===== config.mk =====
export PLATFORM = sky130hd
export DESIGN_NAME = cordic_atan2
export DESIGN_NICKNAME = d
export VERILOG_FILES = /design/src/rtl/cordic_atan2.sv
export SDC_FILE = /design/constraint.sdc
export NUM_CORES = 1
export LEC_CHECK = 0
export ABC_AREA = 1
export CAP_MARGIN = 20
export CORE_MARGIN = 5
export CORE_UTILIZATION = 30
export DETAILED_ROUTE_END_ITERATION = 6
export GPL_TIMING_DRIVEN = 0
export HOLD_SLACK_MARGIN = 0.05
export SLEW_MARGIN = 20
export SYNTH_ARGS = -nofsm -noshare
export SYNTH_HDL_FRONTEND = slang
export SYNTH_SLANG_ARGS = --single-unit

===== constraint.sdc =====
create_clock -name clk_i -period 6.5 [get_ports clk_i]
set_clock_uncertainty 0.2 [all_clocks]
set_input_delay 1.3 -clock clk_i [delete_from_list [all_inputs] [get_ports clk_i]]
set_output_delay 1.3 -clock clk_i [all_outputs]
set_load 0.05 [all_outputs]

===== src/rtl/cordic_atan2.sv =====
// Iterative CORDIC vectoring engine: (x, y) -> {quadrant, angle, magnitude}.
// The input is folded into quadrant 0, then N micro-rotations drive y toward
// zero while z accumulates the rotated angle. A final step scales the
// magnitude by the reciprocal CORDIC gain and clamps the angle.
module cordic_atan2 #(
  parameter int N  = 16,
  parameter int DW = 16,
  parameter int AW = 16,
  parameter logic [N*AW-1:0] ATAN = {
    16'd1,    16'd3,    16'd5,     16'd10,
    16'd20,   16'd41,   16'd81,    16'd163,
    16'd326,  16'd652,  16'd1303,  16'd2604,
    16'd5188, 16'd10221, 16'd19344, 16'd32768},
  parameter int KW = 16,
  parameter int K  = 39797
) (
  input  logic          clk_i,
  input  logic          rstn_i,
  input  logic          valid_i,
  output logic          ready_o,
  input  logic [DW-1:0] x_i,
  input  logic [DW-1:0] y_i,
  output logic          valid_o,
  input  logic          ready_i,
  output logic [1:0]    quadrant_o,
  output logic [AW-1:0] angle_o,
  output logic [DW:0]   magnitude_o
);

  // Fractional guard bits below the input LSB keep the residual y small
  // enough that the final angle resolves to within a couple of LSBs.
  localparam int GW = 8;
  localparam int XW = DW + 2 + GW;
  localparam int ZW = AW + 2;
  localparam int CW = $clog2(N + 1);
  localparam int MW = XW + KW;

  typedef enum logic [1:0] {S_IDLE, S_ITER, S_SCALE, S_DONE} state_t;

  state_t               r_state;
  logic signed [XW-1:0] r_x;
  logic signed [XW-1:0] r_y;
  logic signed [ZW-1:0] r_z;
  logic [1:0]           r_q;
  logic                 r_zero;
  logic [CW-1:0]        r_cnt;
  logic                 r_ready;
  logic                 r_valid;
  logic [1:0]           r_quad;
  logic [AW-1:0]        r_angle;
  logic [DW:0]          r_mag;

  // Sign-extend inputs by two bits and append the guard bits.
  logic signed [XW-1:0] w_xe;
  logic signed [XW-1:0] w_ye;
  assign w_xe = {{2{x_i[DW-1]}}, x_i, {GW{1'b0}}};
  assign w_ye = {{2{y_i[DW-1]}}, y_i, {GW{1'b0}}};

  logic w_xneg, w_yneg, w_xz, w_yz;
  assign w_xneg = x_i[DW-1];
  assign w_yneg = y_i[DW-1];
  assign w_xz   = (x_i == '0);
  assign w_yz   = (y_i == '0);

  logic [1:0]           w_fq;
  logic signed [XW-1:0] w_fx;
  logic signed [XW-1:0] w_fy;

  // Rotate the input by a multiple of 90 degrees into x>0, y>=0.
  always_comb begin
    w_fq = 2'd0;
    w_fx = w_xe;
    w_fy = w_ye;
    if (w_xz && w_yz) begin
      w_fq = 2'd0;
    end else if (!w_xneg && !w_xz && !w_yneg) begin
      w_fq = 2'd0;
    end else if ((w_xneg || w_xz) && !w_yneg && !w_yz) begin
      w_fq = 2'd1;
      w_fx = w_ye;
      w_fy = -w_xe;
    end else if (w_xneg && (w_yneg || w_yz)) begin
      w_fq = 2'd2;
      w_fx = -w_xe;
      w_fy = -w_ye;
    end else begin
      w_fq = 2'd3;
      w_fx = -w_ye;
      w_fy = w_xe;
    end
  end

  // Per-iteration shifted operands and table entry.
  logic signed [XW-1:0] w_xs;
  logic signed [XW-1:0] w_ys;
  logic [AW-1:0]        w_atan;
  logic signed [ZW-1:0] w_atan_e;
  assign w_xs     = r_x >>> r_cnt;
  assign w_ys     = r_y >>> r_cnt;
  assign w_atan   = ATAN[r_cnt*AW +: AW];
  assign w_atan_e = signed'({2'b00, w_atan});

  // x only grows during vectoring and starts non-negative, so it is scaled
  // as an unsigned quantity; rounding drops both KW and the guard bits.
  logic [MW-1:0] w_prod;
  logic [MW-1:0] w_round;
  logic [MW-1:0] w_shift;
  logic [DW:0]   w_mag;
  assign w_prod  = MW'($unsigned(r_x)) * MW'(K);
  assign w_round = w_prod + (MW'(1) << (KW + GW - 1));
  assign w_shift = w_round >> (KW + GW);
  assign w_mag   = (|w_shift[MW-1:DW+1]) ? {(DW+1){1'b1}} : w_shift[DW:0];

  // Clamp z into one quadrant; a (0,0) input has no defined angle and maps to 0.
  logic [AW-1:0] w_angle;
  always_comb begin
    w_angle = r_z[AW-1:0];
    if (r_zero || r_z[ZW-1]) begin
      w_angle = '0;
    end else if (r_z[ZW-2:AW] != '0) begin
      w_angle = {AW{1'b1}};
    end
  end

  // Control FSM with datapath registers and registered outputs.
  always_ff @(posedge clk_i or negedge rstn_i) begin
    if (!rstn_i) begin
      r_state <= S_IDLE;
      r_x     <= '0;
      r_y     <= '0;
      r_z     <= '0;
      r_q     <= '0;
      r_zero  <= 1'b0;
      r_cnt   <= '0;
      r_ready <= 1'b0;
      r_valid <= 1'b0;
      r_quad  <= '0;
      r_angle <= '0;
      r_mag   <= '0;
    end else begin
      case (r_state)
        S_IDLE: begin
          r_ready <= 1'b1;
          if (valid_i && r_ready) begin
            r_x     <= w_fx;
            r_y     <= w_fy;
            r_z     <= '0;
            r_q     <= w_fq;
            r_zero  <= w_xz && w_yz;
            r_cnt   <= '0;
            r_ready <= 1'b0;
            r_state <= S_ITER;
          end
        end
        S_ITER: begin
          if (!r_y[XW-1]) begin
            r_x <= r_x + w_ys;
            r_y <= r_y - w_xs;
            r_z <= r_z + w_atan_e;
          end else begin
            r_x <= r_x - w_ys;
            r_y <= r_y + w_xs;
            r_z <= r_z - w_atan_e;
          end
          if (r_cnt == CW'(N - 1)) begin
            r_state <= S_SCALE;
          end else begin
            r_cnt <= r_cnt + 1'b1;
          end
        end
        S_SCALE: begin
          r_quad  <= r_q;
          r_angle <= w_angle;
          r_mag   <= w_mag;
          r_valid <= 1'b1;
          r_state <= S_DONE;
        end
        S_DONE: begin
          if (ready_i) begin
            r_valid <= 1'b0;
            r_ready <= 1'b1;
            r_state <= S_IDLE;
          end
        end
        default: r_state <= S_IDLE;
      endcase
    end
  end

  assign ready_o     = r_ready;
  assign valid_o     = r_valid;
  assign quadrant_o  = r_quad;
  assign angle_o     = r_angle;
  assign magnitude_o = r_mag;

endmodule


# After elaboration in Yosys (flattened, before gate mapping)
# Cells that the tools add are included.
# word_totals
register_bits,117
in_bits,36
output_inout_bits,37
elab_cells,96
# op_classes
n_addsub,10
n_mul,1
eq_ne,8
shifts,3
muxes,36
n_reduce_logical,26
# op_table
operator,count
26-bit 2-to-1 mux,12
"256-bit by 10-bit variable part select with 16-bit output, first input constant",1
26-bit one-hot mux with 2 select lines,2
26-bit adder,2
24-bit negation with 26-bit output,2
26-bit by 5-bit >>> shifter with 26-bit output,2
26-bit subtractor,2
"42-bit by 24-bit adder with 42-bit output, second input constant",1
"26-bit by 16-bit multiplier with 42-bit output, second input constant",1
18-bit 2-to-1 mux,2
18-bit one-hot mux with 2 select lines,1
16-bit zero test,2
16-bit 2-to-1 mux,2
18-bit by 17-bit adder with 18-bit output,1
18-bit by 17-bit subtractor with 18-bit output,1
17-bit 2-to-1 mux,1
2-bit 2-to-1 mux,6
5-bit 2-to-1 mux,2
5-bit one-hot mux with 2 select lines,1
"2-bit inequality test, second input constant",4
2-bit one-hot mux with 4 select lines,1
2-bit AND reduction,4
1-bit logical AND,7
3-bit AND reduction,2
other kinds (10),22

# Logic depth before layout (Yosys ltp)
# Gate-level depths: netlist of the first run.
# depth
ltp_word,9
mapped_depth,34
mapped_depth_nobuf,32

# Worst setup path before layout of the first run
# OpenSTA, ideal clock, no wires.
# synth_path
path_kind,register -> register
start,register r_x[20]
end,"register r_mag[0], in the netlist magnitude_o[0]"
setup_ps,119
t_arrival_ps,5521
required_time_ps,6181
setup_slack_ps,660
path_stages_with_launch,25
n_path_buf,1
synth_period_minus_slack_ps,5840
cell_sequence,dfrtp_1 inv_1 fa_1 fa_1 inv_1 fa_1 inv_1 fa_1 inv_1 fa_1 inv_1 fa_1 inv_1 ha_1 a21oi_1 o21ai_0 a221oi_1 nand2_1 a21oi_1 inv_1 nand2_1 nand3_1 buf_2 nor2_1 nor2_1
# synth_between
elab_chain_cells,3
# synth_lines
item,line_no,source
from (decl),41,logic signed [XW-1:0] r_x;
from (signal assigned),145,r_x <= w_fx;
from (signal assigned),157,r_x <= r_x + w_ys;
from (signal assigned),161,r_x <= r_x - w_ys;
26-bit by 16-bit multiplier with 42-bit output,109,assign w_prod = MW'($unsigned(r_x)) * MW'(K);
42-bit by 24-bit adder with 42-bit output,110,assign w_round = w_prod + (MW'(1) << (KW + GW - 1));
17-bit 2-to-1 mux,112,assign w_mag = (|w_shift[MW-1:DW+1]) ? {(DW+1){1'b1}} : w_shift[DW:0];
to (signal assigned),174,r_mag <= w_mag;
to (decl),51,logic [DW:0] r_mag;
# Every way passes these cells.
# A chain may end at the register's enable or synchronous reset.

# Final worst setup path of the first run
# layout_path
start,register r_x[20]
end,"register r_mag[15], in the netlist magnitude_o[15]"
# The elaborated chain is that of the path after synthesis.

==> results of run 1 <==
## metal layers
layer,vias up,part of all wire
li1,10983,-
met1,11035,0.46
met2,872,0.43
met3,126,0.073
met4,2,0.029
met5,-,0.00015
## how the worst max path moves through the flow
stage / from / end / slack [ns] / depth (start not counted)
finish: r_x[20] / magnitude_o[15] / 0.32 / 22
global route: r_x[14] / magnitude_o[4] / -0.01 / 25
CTS: r_x[12] / magnitude_o[3] / 0.002 / 24
detailed placement: r_x[20] / magnitude_o[15] / -0.51 / 23
global placement: rstn_i / r_y[5] / -1.51 / 1
floorplan: r_x[20] / magnitude_o[0] / 0.66 / 24
## critical path, delay by kind of cell (launching register included)
kind                     cells  cell delay [ns]
AO/OA/AOI/OAI                2             0.32
XOR/XNOR                     1             0.24
adder cells (fa/ha/maj)      7             3.40
buffers and inverters        5             0.42
flip-flops                   1             0.49
AND/OR/NAND/NOR              7             0.99
## final cells by class
type | instances | area (µm²) | area share
multi-input combinational | 2558 | 17200 | 0.675
sequential | 117 | 2980 | 0.117
inverter | 480 | 1840 | 0.0725
tap | 969 | 1210 | 0.0476
timing repair buffer | 124 | 1130 | 0.0445
buffer | 103 | 518 | 0.0203
clock buffer | 17 | 425 | 0.0167
clock inverter | 15 | 154 | 0.00605
antenna | 1 | 2.50 | 0.0000983
## cells in the mapped netlist, types with 3 or more instances
library cell and n:
nand2_1 750, inv_1 463, nor2_1 277, ha_1 258
nand3_1 253, o21ai_0 230, a21oi_1 224, fa_1 178
dfrtp_1 117, xor2_1 80, clkbuf_1 57, xnor2_1 32
buf_2 27, nand4_1 27, o211ai_1 27, nor3_1 24
a31oi_1 21, o21ai_1 18, o22ai_1 16, o31ai_1 16
a21o_1 14, nand2_2 12, buf_6 10, nor2_2 10
o21a_1 10, a211oi_1 9, inv_2 9, nand3b_1 7
nor4_1 7, clkinv_1 6, buf_1 5, buf_4 5
nand3_2 5, nor3_2 5, o21ai_2 5, o221ai_1 5
o21bai_1 4, and2_1 3, and3_1 3, mux2_2 3
## sequential cells by signal, indices dropped and copies added (netlist names)
| signal | count |
|---|---|
| r_state | 2 |
| r_cnt | 5 |
| quadrant_o | 2 |
| r_x | 26 |
| valid_o | 1 |
| angle_o | 16 |
| r_y | 26 |
| magnitude_o | 17 |
| r_zero | 1 |
| r_z | 18 |
| ready_o | 1 |
| r_q | 2 |
## logic make-up (layout without fill, tap and decap cells)
family | Yosys count | after routing | synth area share
multiplexers | 4 | 4 | 0.00196
AND/OR/NAND/NOR | 1392 | 1392 | 0.263
flip-flops | 117 | 117 | 0.131
other | 0 | 1 | 0
adder cells (fa/ha/maj) | 436 | 436 | 0.303
XOR/XNOR | 112 | 112 | 0.0438
buffers and inverters | 584 | 739 | 0.104
AO/OA/AOI/OAI | 614 | 614 | 0.153
## stage by stage
step | instances | hold WS, ns | worst slack, ns | setup TNS (ns) | util
6_report | 4384 | 0.281 | 0.316 | 0 | 0.343
5_1_grt | 4383 | 0.307 | -0.0108 | -0.0143 | 0.343
4_1_cts | 4337 | 0.278 | 0.00184 | 0 | 0.337
3_5_place_dp | 4302 | 0.260 | -0.506 | -3.85 | 0.328
3_3_place_gp | 4300 | 0.259 | -1.51 | -174.67 | 0.328
2_1_floorplan | 3259 | 0.244 | 0.660 | 0 | -
## timing repair
item | 4_1_cts | 5_1_grt
hold buffers | 0 | 0
endpoints found under the hold margin | 0 | 0
setup buffers | 4 | 46
pin swaps | 0 | 3
setup endpoints to repair | 17 | 17
resized for setup | 26 | 33
==> flow_summary.ini, run 1 <==
[run_status]
status = completed

[synth]
synth_nets = 3731
syn_inst = 3259
ys_seq_elements = 117
synth_edf_count = 0
yosysTopAreaCellShare = 0.159
synth_cell_types = 61
avgSynthCellArea_um2 = 6.87
synth_area_leaders = fa_1, ha_1, dfrtp_1, nand2_1, inv_1
synthArstFlopShare = 1.00
synth_warnings = 0
seq_area_frac_synth = 0.131
ys.flop_type = dfrtp_1
yosysTopAreaCell = fa_1
synth_area_mm2 = 0.0224

[cells_and_area]
drive_gt1_frac = 0.0685
stdcell_area_mm2 = 0.0255
layout_commonest_cell = nand2_1
layout_common_cells = nand2_1, inv_1, nor2_1
final_net_count = 3873
area_growth_pct = 13.7
n_fill_cell = 7984

[clocking]
clk_latency_ns = 0.50
clock_sinks = 117
tritoncts = built
cts.clk_slew.worst_paths_ns = 0.07
clockRootBuffer = clkbuf_16
cts.path.max_buffers = 2
h-tree-depth = 4
numCtsBuffers = 17

[route]
drtPass1Iterations = 6
routedWlPerCell_um = 19.9
ant_nets = 0
drc = 0
drt_iter0_drc = 2328
drt_wl_total_mm = 87.3
vias = 23018
viasPerCell = 5.25

[worst_hold_path]
min_from = quadrant_o[0]
hold_path_depth = 2
hold_path.class = reg -> reg
hold_end = quadrant_o[0]

[global_routing]
grt_use_met1 = 0.305
first_global_vias = 21615
grt_pass1_wl_mm = 132
use_met2 = 0.325
gr-usage-met3 = 0.0322
gr-total-overflow = 0
antenna_found_initial = 3
grt_use_total = 0.211
grt_max_degree = 73
top_usage_layer = met2

[floorplan]
start_util = 0.302
die_w_um = 283
coreArea_mm2 = 0.0742
row_count = 100
die_y_um = 283
fp.dieArea_mm2 = 0.0802
pin_count = 73

[worst_setup_path]
critPathKind = reg -> reg
endpoint_kind = flop
crit_arrival_ns = 6.36
path_max_fanout = 9
cpMostUsedCell = fa_1
rr_worst_depth = 22
timing.rr.start = r_x[20]
crit_chain = buf_4, fa_1, inv_1, fa_1, inv_1, fa_1, fa_1, fa_1, inv_1, fa_1, inv_1, ha_2, nand2_2, nor4_4, nand3_1, nand3_1, a21oi_2, o21ai_0, xor2_1, nand2_1, nand2_1, nand2_1
slowest_stage = fa_1
cp.required_ns = 6.67
r2r_end = magnitude_o[15]
crit_path_start_kind = flop
cpPeakStageDelay_ns = 0.54
ff2ff_setup_slack_ns = 0.32

[sta]
timing.final.crit_share = 0.951
slew_viol_final = 0
tightestPinTransition_ns = 1.19
fmax_mhz = 162
setup_viol = 0
relSlewSlack = 0.209
hold_viol_final = 0
fin_crit_ns = 6.18

[place]
dp_hpwl_mm = 70.7
place_area_mm2 = 0.0244
port_buffers = 72
gp_congestion = 0.996

[run]
maxCapViolCount = 0
Power of run 1 is not shown: default switching activity piles up to over one toggle a cycle in this logic, so the estimate is an artifact.
==> run 2: changes to the inputs <==
- ABC_CLOCK_PERIOD_IN_PS: unset -> 6500
==> results of run 2 <==
No change in the layout: final DEF, timing and power equal those of run 1.
Power of run 2 is left out for the same reason.
==> run 3: changes to the inputs <==
- SLEW_MARGIN: 20 -> unset
==> run 3 against run 2 <==
- via count decreased by 0.36%
- hold slack hardly changed
- die area did not move
- non-clock buffer count decreased by 1
- flip-flop and latch count unchanged
- count of clock-buffer cells in the layout did not move
- cell count hardly changed
- sequential share of layout area barely moved
- register-to-register slack worse by 0.03 ns
- fmax shrank 0.40%
- worst setup slack worse by 0.025 ns
- first-iteration DRC count shrank 3.1%
- critical endpoint unchanged
- highest routed layer unchanged
==> flow_summary.ini, run 3 (synthesized netlist as in run 1, its figures left out) <==
[worst_setup_path]
crit_path_start_kind = flop
slowest_stage = fa_1
cp.required_ns = 6.67
critPathKind = reg -> reg
endpoint_kind = flop
cp_top_family = adder cells
cpPeakStageDelay_ns = 0.56
cpMostUsedCell = fa_1
path_max_fanout = 4
path_buf_inv = 6
crit_chain = clkinvlp_4, fa_1, fa_1, inv_1, fa_1, inv_1, fa_1, inv_1, fa_1, inv_1, fa_1, inv_1, ha_2, nand2_2, nor4_4, o21ai_0, nand3_1, a21oi_1, o21ai_1, xor2_1, nand2_1, nand2_1, nand2_1
crit_arrival_ns = 6.38

[run_status]
status = completed

[sta]
fin_crit_ns = 6.21
fmax_mhz = 161
slew_viol_final = 0
rsz0062_at_grt = true
tightestPinTransition_ns = 1.17
relSlewSlack = 0.223
setup_viol = 0
timing.final.crit_share = 0.955
setup_ws_ns = 0.291
hold_viol_final = 0

[floorplan]
coreArea_mm2 = 0.0742
pin_count = 73
start_util = 0.302
row_count = 100
fp.dieArea_mm2 = 0.0802
die_y_um = 283
die_w_um = 283

[clocking]
numCtsBuffers = 17
clock_sinks = 117
cts.clk_slew.worst_paths_ns = 0.07
cts.path.max_buffers = 2
clockRootBuffer = clkbuf_16
tritoncts = built
h-tree-depth = 4
clk_latency_ns = 0.50

[cells_and_area]
layout_common_cells = nand2_1, inv_1, nor2_1
area_growth_pct = 13.7
diodes = 0
regArea_mm2 = 0.00299
final_net_count = 3872
layout_commonest_cell = nand2_1
n_fill_cell = 8045
multi_input_area_mm2 = 0.0172
drive_gt1_frac = 0.0680
largest_registers = r_x: 26 flops, r_y: 26 flops, r_z: 18 flops

[route]
drc = 0
drt_wl_total_mm = 87.8
viasPerCell = 5.23
drt_iter0_drc = 2256
ant_nets = 0
routedWlPerCell_um = 20.0
vias = 22935
drtPass1Iterations = 7

[global_routing]
grt_pass1_wl_mm = 132
antenna_found_initial = 2
grt_use_total = 0.212
gr-total-overflow = 0
grt_max_degree = 73
first_global_vias = 21590

[worst_hold_path]
hold_path.class = reg -> reg

[run]
maxCapViolCount = 0

[place]
dp_slack_ns = -0.518
port_buffers = 72
gp_congestion = 0.996
dp_hpwl_mm = 70.7
[run 3: cell count changes in the layout (fill, tap and decap cells not counted), moves of 2 or more]
| cell | before | now |
|---|---|---|
| buf_4 | 56 | 53 |
| buf_6 | 10 | 13 |
| clkinvlp_4 | 12 | 9 |
| o21ai_0 | 229 | 227 |
| o21ai_1 | 19 | 21 |
[run 3: stage by stage]
stage / setup TNS, ns / cell area (µm²) / instances / util / hold slack, ns
2_1_floorplan: 0 / 22400 / 3259 / - / 0.244
3_3_place_gp: -174.67 / 24300 / 4300 / 0.328 / 0.259
3_5_place_dp: -4.18 / 24300 / 4301 / 0.328 / 0.262
4_1_cts: 0 / 25000 / 4336 / 0.337 / 0.279
5_1_grt: -0.00512 / 25500 / 4382 / 0.343 / 0.306
6_report: 0 / 25500 / 4382 / 0.343 / 0.281
[run 3: final cells by class]
| cell class | instances | share of cell area |
|---|---|---|
| multi-input combinational | 2558 | 0.675 |
| sequential | 117 | 0.117 |
| inverter | 480 | 0.0721 |
| tap | 969 | 0.0476 |
| timing repair buffer | 123 | 0.0446 |
| buffer | 103 | 0.0204 |
| clock buffer | 17 | 0.0167 |
| clock inverter | 15 | 0.00619 |
[run 3: layer usage]
| metal | track usage | vias up | wire length, µm |
|---|---|---|---|
| met5 | 0 | - | 13 |
| met4 | 0.0642 | 2 | 2270 |
| met3 | 0.0309 | 113 | 6430 |
| met2 | 0.328 | 853 | 38500 |
| met1 | 0.308 | 11008 | 40600 |
| li1 | - | 10959 | - |
[run 3: final timing paths]
kind | start | to | slack, ns | cells past startpoint
setup / recovery | r_x[20] | magnitude_o[15] | 0.29 | 23
hold reg to reg | quadrant_o[0] | quadrant_o[0] | 0.28 | 2
hold / removal | quadrant_o[0] | quadrant_o[0] | 0.28 | 2
setup reg to reg | r_x[20] | magnitude_o[15] | 0.29 | 23
min in group asynchronous | rstn_i | quadrant_o[1] | 0.57 | 1
max in group asynchronous | rstn_i | r_z[11] | 4.70 | 2
[run 3: worst min-delay path: cells and delay by family, from the launching register on]
family | cells | cell delay, ns
flip-flops | 1 | 0.34
AND/OR/NAND/NOR | 2 | 0.11
[run 3: timing repair]
item,in CTS,in global routing
resized for setup,28,35
setup endpoints to repair,17,17
hold endpoints to repair,0,0
hold buffers,0,0
buffers inserted,4,44
pin swaps,0,3
Power of run 3 is left out for the same reason.
